`src/rtl/instr_encoder.sv`:
```
// RV32I instruction encoder: accepts class/field requests over valid/ready, packs
// them into 32-bit instruction words and writes them sequentially to instruction memory.
module instr_encoder #(
  parameter int                ADDR_W    = 8,
  parameter logic [ADDR_W-1:0] BASE_ADDR = '0
) (
  input  logic              iClk,
  input  logic              iRstN,
  input  logic              iValid,
  output logic              oReady,
  input  logic [3:0]        iClass,
  input  logic [2:0]        iFunct3,
  input  logic [6:0]        iFunct7,
  input  logic [4:0]        iRd,
  input  logic [4:0]        iRs1,
  input  logic [4:0]        iRs2,
  input  logic [31:0]       iImm,
  input  logic              iLast,
  input  logic              iClear,
  output logic              oWrEn,
  output logic [ADDR_W-1:0] oWrAddr,
  output logic [31:0]       oWrData,
  output logic              oErr,
  output logic              oFull,
  output logic              oDone
);

  typedef enum logic [1:0] {IDLE, ENC, WR, DONE} state_t;

  localparam logic [3:0]    CLS_R      = 4'd0;
  localparam logic [3:0]    CLS_IALU   = 4'd1;
  localparam logic [3:0]    CLS_LOAD   = 4'd2;
  localparam logic [3:0]    CLS_STORE  = 4'd3;
  localparam logic [3:0]    CLS_BRANCH = 4'd4;
  localparam logic [3:0]    CLS_JAL    = 4'd5;
  localparam logic [3:0]    CLS_JALR   = 4'd6;
  localparam logic [3:0]    CLS_LUI    = 4'd7;
  localparam logic [3:0]    CLS_AUIPC  = 4'd8;
  localparam logic [ADDR_W:0] CNT_ONE  = {{ADDR_W{1'b0}}, 1'b1};

  state_t state, stateNext;

  logic [3:0]        cls_p0;
  logic [2:0]        funct3_p0;
  logic [6:0]        funct7_p0;
  logic [4:0]        rd_p0;
  logic [4:0]        rs1_p0;
  logic [4:0]        rs2_p0;
  logic signed [31:0] imm_p0;
  logic              last_p0;

  logic [31:0]       wrData_p1;
  logic              err_p1;
  logic [ADDR_W:0]   count;

  logic              accept;
  logic              legal;

  // Opcode map shared with the control decoder; unused fields are simply not referenced.
  function automatic logic [31:0] encode(
    input logic [3:0]         cls,
    input logic [2:0]         f3,
    input logic [6:0]         f7,
    input logic [4:0]         rd,
    input logic [4:0]         rs1,
    input logic [4:0]         rs2,
    input logic signed [31:0] imm
  );
    logic [31:0] word;
    word = '0;
    unique case (cls)
      CLS_R:      word = {f7, rs2, rs1, f3, rd, 7'h33};
      CLS_IALU:   word = {imm[11:0], rs1, f3, rd, 7'h13};
      CLS_LOAD:   word = {imm[11:0], rs1, f3, rd, 7'h03};
      CLS_JALR:   word = {imm[11:0], rs1, 3'b000, rd, 7'h67};
      CLS_STORE:  word = {imm[11:5], rs2, rs1, f3, imm[4:0], 7'h23};
      CLS_BRANCH: word = {imm[12], imm[10:5], rs2, rs1, f3, imm[4:1], imm[11], 7'h63};
      CLS_LUI:    word = {imm[31:12], rd, 7'h37};
      CLS_AUIPC:  word = {imm[31:12], rd, 7'h17};
      CLS_JAL:    word = {imm[20], imm[10:1], imm[11], imm[19:12], rd, 7'h6F};
      default:    word = '0;
    endcase
    return word;
  endfunction

  assign oFull   = count[ADDR_W];
  assign oReady  = (state == IDLE) && !oFull;
  assign accept  = iValid && oReady;
  assign legal   = (cls_p0 <= CLS_AUIPC);
  assign oWrEn   = (state == WR);
  assign oWrAddr = BASE_ADDR + count[ADDR_W-1:0];
  assign oWrData = wrData_p1;
  assign oErr    = err_p1;
  assign oDone   = (state == DONE);

  always_ff @(posedge iClk) begin
    if (!iRstN) state <= IDLE;
    else        state <= stateNext;
  end

  always_comb begin
    stateNext = state;
    unique case (state)
      IDLE:    if (accept) stateNext = ENC;
      ENC:     stateNext = legal ? WR : IDLE;
      WR:      stateNext = last_p0 ? DONE : IDLE;
      DONE:    stateNext = DONE;
      default: stateNext = IDLE;
    endcase
    if (iClear) stateNext = IDLE;
  end

  // Stage p0: request fields captured on accept
  always_ff @(posedge iClk) begin
    if (accept) begin
      cls_p0    <= iClass;
      funct3_p0 <= iFunct3;
      funct7_p0 <= iFunct7;
      rd_p0     <= iRd;
      rs1_p0    <= iRs1;
      rs2_p0    <= iRs2;
      imm_p0    <= iImm;
      last_p0   <= iLast;
    end
  end

  // Stage p1: encoded word, error pulse and write counter
  always_ff @(posedge iClk) begin
    if (!iRstN) begin
      wrData_p1 <= '0;
      err_p1    <= 1'b0;
      count     <= '0;
    end else begin
      err_p1 <= (state == ENC) && !legal && !iClear;
      if (iClear)             count <= '0;
      else if (state == WR)   count <= count + CNT_ONE;
      if ((state == ENC) && legal && !iClear)
        wrData_p1 <= encode(cls_p0, funct3_p0, funct7_p0, rd_p0, rs1_p0, rs2_p0, imm_p0);
    end
  end

endmodule

```
`config.mk`:
```
export PLATFORM = sky130hd
export DESIGN_NAME = instr_encoder
export DESIGN_NICKNAME = d
export VERILOG_FILES = /design/src/rtl/instr_encoder.sv
export SDC_FILE = /design/constraint.sdc
export NUM_CORES = 1
export LEC_CHECK = 0
export CORE_UTILIZATION = 41
export DETAILED_ROUTE_END_ITERATION = 10
export GPL_ROUTABILITY_DRIVEN = 0
export PLACE_DENSITY_LB_ADDON = 0.2
export SLEW_MARGIN = 20
export SYNTH_ARGS = -nofsm -noshare
export SYNTH_HDL_FRONTEND = slang
export SYNTH_SLANG_ARGS = --single-unit
```
`constraint.sdc`:
```
create_clock -name iClk -period 3.3 [get_ports iClk]
set_input_delay 0.99 -clock iClk [delete_from_list [all_inputs] [get_ports iClk]]
set_output_delay 0.99 -clock iClk [all_outputs]
set_load 0.05 [all_outputs]
```
# Word-level counts from Yosys, hierarchy flattened
# Cells that the tools add are included.
[word_totals] output_inout_bits=45 ff_bits=106 wordCells=44 in_bits=66
[classes] mux=5 n_reduce_logical=12 n_bitwise=1 n_lt_le_gt_ge=1 n_addsub=1 eq_ne=12
[ops] cell="32-bit one-hot mux with 9 select lines" n=1
[ops] cell="4-bit by 3-bit equality test with 1-bit output (second input constant)" n=4
[ops] cell="9-bit by 1-bit adder with 9-bit output (second input constant)" n=1
[ops] cell="4-bit by 2-bit equality test with 1-bit output (second input constant)" n=2
[ops] cell="2-bit one-hot mux with 4 select lines" n=1
[ops] cell="1-bit logical AND" n=6
[ops] cell="2-bit two-way mux" n=3
[ops] cell="2-bit equality test (second input constant)" n=2
[ops] cell="4-bit by 1-bit equality test with 1-bit output (second input constant)" n=1
[ops] cell="4-bit equality test (second input constant)" n=1
[ops] cell="4-bit <= comparator (second input constant)" n=1
[ops] cell="4-bit zero test" n=1
[ops] cell="1-bit zero test" n=3
[ops] cell="2-bit by 1-bit equality test with 1-bit output (second input constant)" n=1
[ops] cell="2-bit zero test" n=1
[ops] cell="2-bit inequality test (second input constant)" n=1
[ops] cell="2-bit OR reduction" n=1
[ops] cell="1-bit NOT" n=1

# Longest topological paths before layout
[depth] depth_word=5 depth_mapped=6 ltp_nobuf=4

# Worst setup path after synthesis
# Ideal clock, no wire load.
[synth_path] kind="register to register" start="register count[8]" end="register cls_p0[0], enable pin" stages_incl_launch_ff=4 slack_ns=-0.254 n_path_buf=0 required_time_ns=2.884 setup_ns=0.416 synth_period_minus_slack_ns=3.554 arrival_ns=3.138 path_cell_list="dfxtp_1 -> nor3_1 -> nand2_1 -> inv_1"
[synth_between] elab_chain_len=3
[synth_rtl] element="start, declared" line_no="54" source="logic [ADDR_W:0] count;"
[synth_rtl] element="start signal, assigned" line_no="136" source="else if (state == WR) count <= count + CNT_ONE;"
[synth_rtl] element="1-bit zero test" line_no="87" source="assign oReady = (state == IDLE) && !oFull;"
[synth_rtl] element="1-bit logical AND" line_no="87"
[synth_rtl] element="named net oReady" line_no="10" source="output logic oReady,"
[synth_rtl] element="1-bit logical AND" line_no="88" source="assign accept = iValid && oReady;"
[synth_rtl] element="named net accept" line_no="56" source="logic accept;"
[synth_rtl] element="end signal, assigned" line_no="116" source="cls_p0 <= iClass;"
[synth_rtl] element="end, declared" line_no="43" source="logic [3:0] cls_p0;"
# The timed path passes the listed nets, and every way through them passes these cells.
# A chain may end at the register's enable or synchronous reset.

# Worst setup path in the final report
[layout_path] start="register state[1]" end="output port oWrEn"
[layout_between] elab_chain_len=1
[layout_rtl] element="start, declared" line_no="41" source="state_t state, stateNext;"
[layout_rtl] element="start signal, assigned" line_no="98" source="else state <= stateNext;"
[layout_rtl] element="2-bit equality test" line_no="90" source="assign oWrEn = (state == WR);"
[layout_rtl] element="end, declared" line_no="20" source="output logic oWrEn,"
# No other way between the ends.

==> impl_metrics.yaml <==
run_status:
  status: "finished, final reports clean"
run:
  maxCapViolations: 0
clock_network:
  numCtsBuffers: 9
  cts-resized-gates: 0
  cts-root-buf: "clkbuf_8"
  post_cts_buffers: 0
  cts_tree: "done"
  cts_hold_buf: 0
  h-tree-depth: 3
  cts.clk_slew.worst_paths_ps: 90
  cts_num_sinks: 105
  cts_buffer_depth: 2
  clk_latency_ps: 360
min_path:
  hp-class: "flop to flop"
  hp-start: "oWrData[5]$_SDFFE_PN0P_"
  hold-path-cell-count: 2
  hold_end: "oWrData[5]$_SDFFE_PN0P_"
die:
  start_util_pct: 42.0
  rows: 37
  dieArea_um2: 10900
  die_x_um: 105
  io_pins: 111
  die_h_um: 105
  core_area_um2: 10300
synthesis:
  ys_ff_latch: 105
  synth_edf_count: 62
  synth_most_common_cell: "edfxtp_1"
  yosysTopAreaCell: "edfxtp_1"
  ys_async_sr_fraction_pct: 0
  synthTopCellsByArea: "edfxtp_1 (43%), dfxtp_1 (20%), a21oi_1 (4.3%)"
  synth-main-ff-cell: "edfxtp_1"
  ys_types: 53
  synth_top_area_share_pct: 43.1
  seq_area_frac_synth_pct: 63.0
  synthesis.area_um2: 4320
  syn_area_per_cell_um2: 12.3
  synthTopCellsByCount: "edfxtp_1 (62), dfxtp_1 (43), a21oi_1 (37)"
  netlist_instances: 352
  syn-num-nets: 419
  yosysWarnings: 0
global_routing:
  grt_pass1_wl_um: 16400
  grt.overflow.total: 0
  first_global_vias: 3118
  grt_antenna_before_repair: 0
  grtUsageTotal_pct: 19.2
  grt_max_degree: 33
timing:
  fin_crit_sh_pct: 92.7
  finClkSkew_ps: 5.72
  layout_min_cycle_time_ps: 3060
  slew_viol_final: 0
  rsz0062_at_grt: "false"
  setup-violations-final: 0
  hold_violations: 0
  timing.fmax_mhz: 327
  setup_tns_ps: 0
  worst_pin_slew_ps: 900
  slew_headroom_pct: 39.9
  holdWs_ps: 468
pwr:
  leakagePower_nw: 2.00
  ir_drop_v: 0.000301
  p_per_area_nw_per_um2: 464
final_layout:
  nNetsFinal: 522
  antenna_cells: 0
  drive_gt1_share_pct: 7.17
  synthToLayoutAreaGrowth_pct: 33.9
  fill_cells: 912
  multi_input_area_um2: 1430
  seqCellArea_um2: 2720
detailed_routing:
  via_count: 3246
  drtIter0Drc: 224
  drt_first_pass_iters: 5
  ant_nets: 0
  drc: 0
  wl_per_cell_um: 17.0
  wirelength_um: 10200
  routed_via_density: 5.45
setup_path:
  reg2reg_to: "oWrData[9]$_SDFFE_PN0P_"
  r2r-start: "cls_p0[0]$_DFFE_PP_"
  criticalPathCategory: "flop to output port"
  path_max_fanout: 8
  r2r_slack_ps: 1050
  worstSetupEndpointType: "output port"
  arrival_ps: 2070
  rr_worst_depth: 4
  cp.required_ps: 2310
  startpoint_type: "flop"
placement:
  dp_hpwl_um: 6920
  portBuffers: 110
## sequential cells by signal, indices dropped and copies added, names as in the netlist
| signal | count |
|---|---|
| last_p0 | 1 |
| state | 2 |
| rs1_p0 | 5 |
| count | 9 |
| rs2_p0 | 5 |
| oWrData | 31 |
| rd_p0 | 5 |
| funct7_p0 | 7 |
| oErr | 1 |
| cls_p0 | 4 |
| imm_p0 | 32 |
| funct3_p0 | 3 |
## placed cells by master, fill, tap and decap left out, types with 2 or more instances in the layout
cell             count
nand4_1              7
o21ai_0             16
xor2_1               7
o221ai_1             2
a32oi_1             10
and2_1               2
xnor2_1              2
clkinvlp_4           2
nand2_1             18
a21oi_1             37
nand4b_1             2
o211a_1              3
a21boi_1             4
nand2b_1             2
o21ai_1             13
inv_1                2
mux2i_1             10
a31oi_1              3
clkbuf_8             9
clkdlybuf4s50_1    110
o22a_1               5
nor2b_1             11
nand3_1              4
a22oi_1              2
clkbuf_16            2
nor3_1               3
a211o_1              4
a222oi_1             5
edfxtp_1            62
buf_4                6
nor2_1              13
a221oi_1             5
nor3_2               2
buf_12               3
inv_2                2
dfxtp_1             43
a221o_1              4
## layer usage
metal | GRT usage, % | wire length (um) | part of all wire, % | vias to the layer above
met3 | 4.87 | 535 | 5.3 | 8
met4 | 4.33 | 73 | 0.72 | 0
met1 | 26.1 | 4700 | 46 | 1576
met2 | 30.8 | 4850 | 48 | 100
met5 | 0 | 0 | 0 | -
li1 | - | - | - | 1562
## per-stage QoR
step           instance area [um2]  cells  total power [mW]  setup slack (ps)  util [%]
3_3_place_gp                  5550    580              1.83               517      54.0
6_report                      5780    596              2.69               240      56.3
5_1_grt                       5780    596              2.78               122      56.3
3_5_place_dp                  5550    580              1.84               406      54.0
4_1_cts                       5780    596              2.71               219      56.3
2_1_floorplan                 4320    352              1.68               212         -
## how the worst max path moves through the flow
stage                               end                  start  cells after the start
2_1_floorplan       cls_p0[0]$_DFFE_PP_  count[8]$_SDFFE_PP0N_                      3
3_3_place_gp   oWrData[30]$_SDFFE_PN0P_                 iClear                      6
3_5_place_dp   oWrData[22]$_SDFFE_PN0P_                 iClear                      6
4_1_cts                           oWrEn  state[1]$_SDFFE_PP0P_                      2
5_1_grt                           oWrEn  state[1]$_SDFFE_PP0P_                      2
6_report                          oWrEn  state[1]$_SDFFE_PP0P_                      2
## critical path, cell delays in order, from the launching register on
cell             delay (ps)
dfxtp_1                 440
nor2b_1                 390
clkdlybuf4s50_1         880
## cells by family (layout without fill, tap and decap cells)
logic type,after synthesis,after routing,share of synthesized area (%)
buffers and inverters,32,140,3.88
AOI/OAI and AO/OA,122,122,19.5
and+or+nand+nor,73,73,9.13
DFF,105,105,63.0
muxes,10,10,2.32
adders and majority gates,1,1,0.290
xor gates and xnor gates,9,9,1.83
## area by class of cell
type / count / area share, %
inverters: 5 / 0.389
repair buffers: 119 / 20.9
clock buffers: 12 / 3.07
multi-input cells: 215 / 24.7
well taps: 136 / 2.94
clock inverters: 4 / 0.952
flip-flops and latches: 105 / 47.1
## where the power goes
group          internal (mW)  total, mW  switching (mW)  leakage (nW)
logic                  0.150      0.310           0.159         0.941
clock network          0.447      0.880           0.432         0.113
registers               1.45       1.50          0.0430         0.948
total                   2.05       2.69           0.635          2.00
Power figures use the tool's default switching activity.
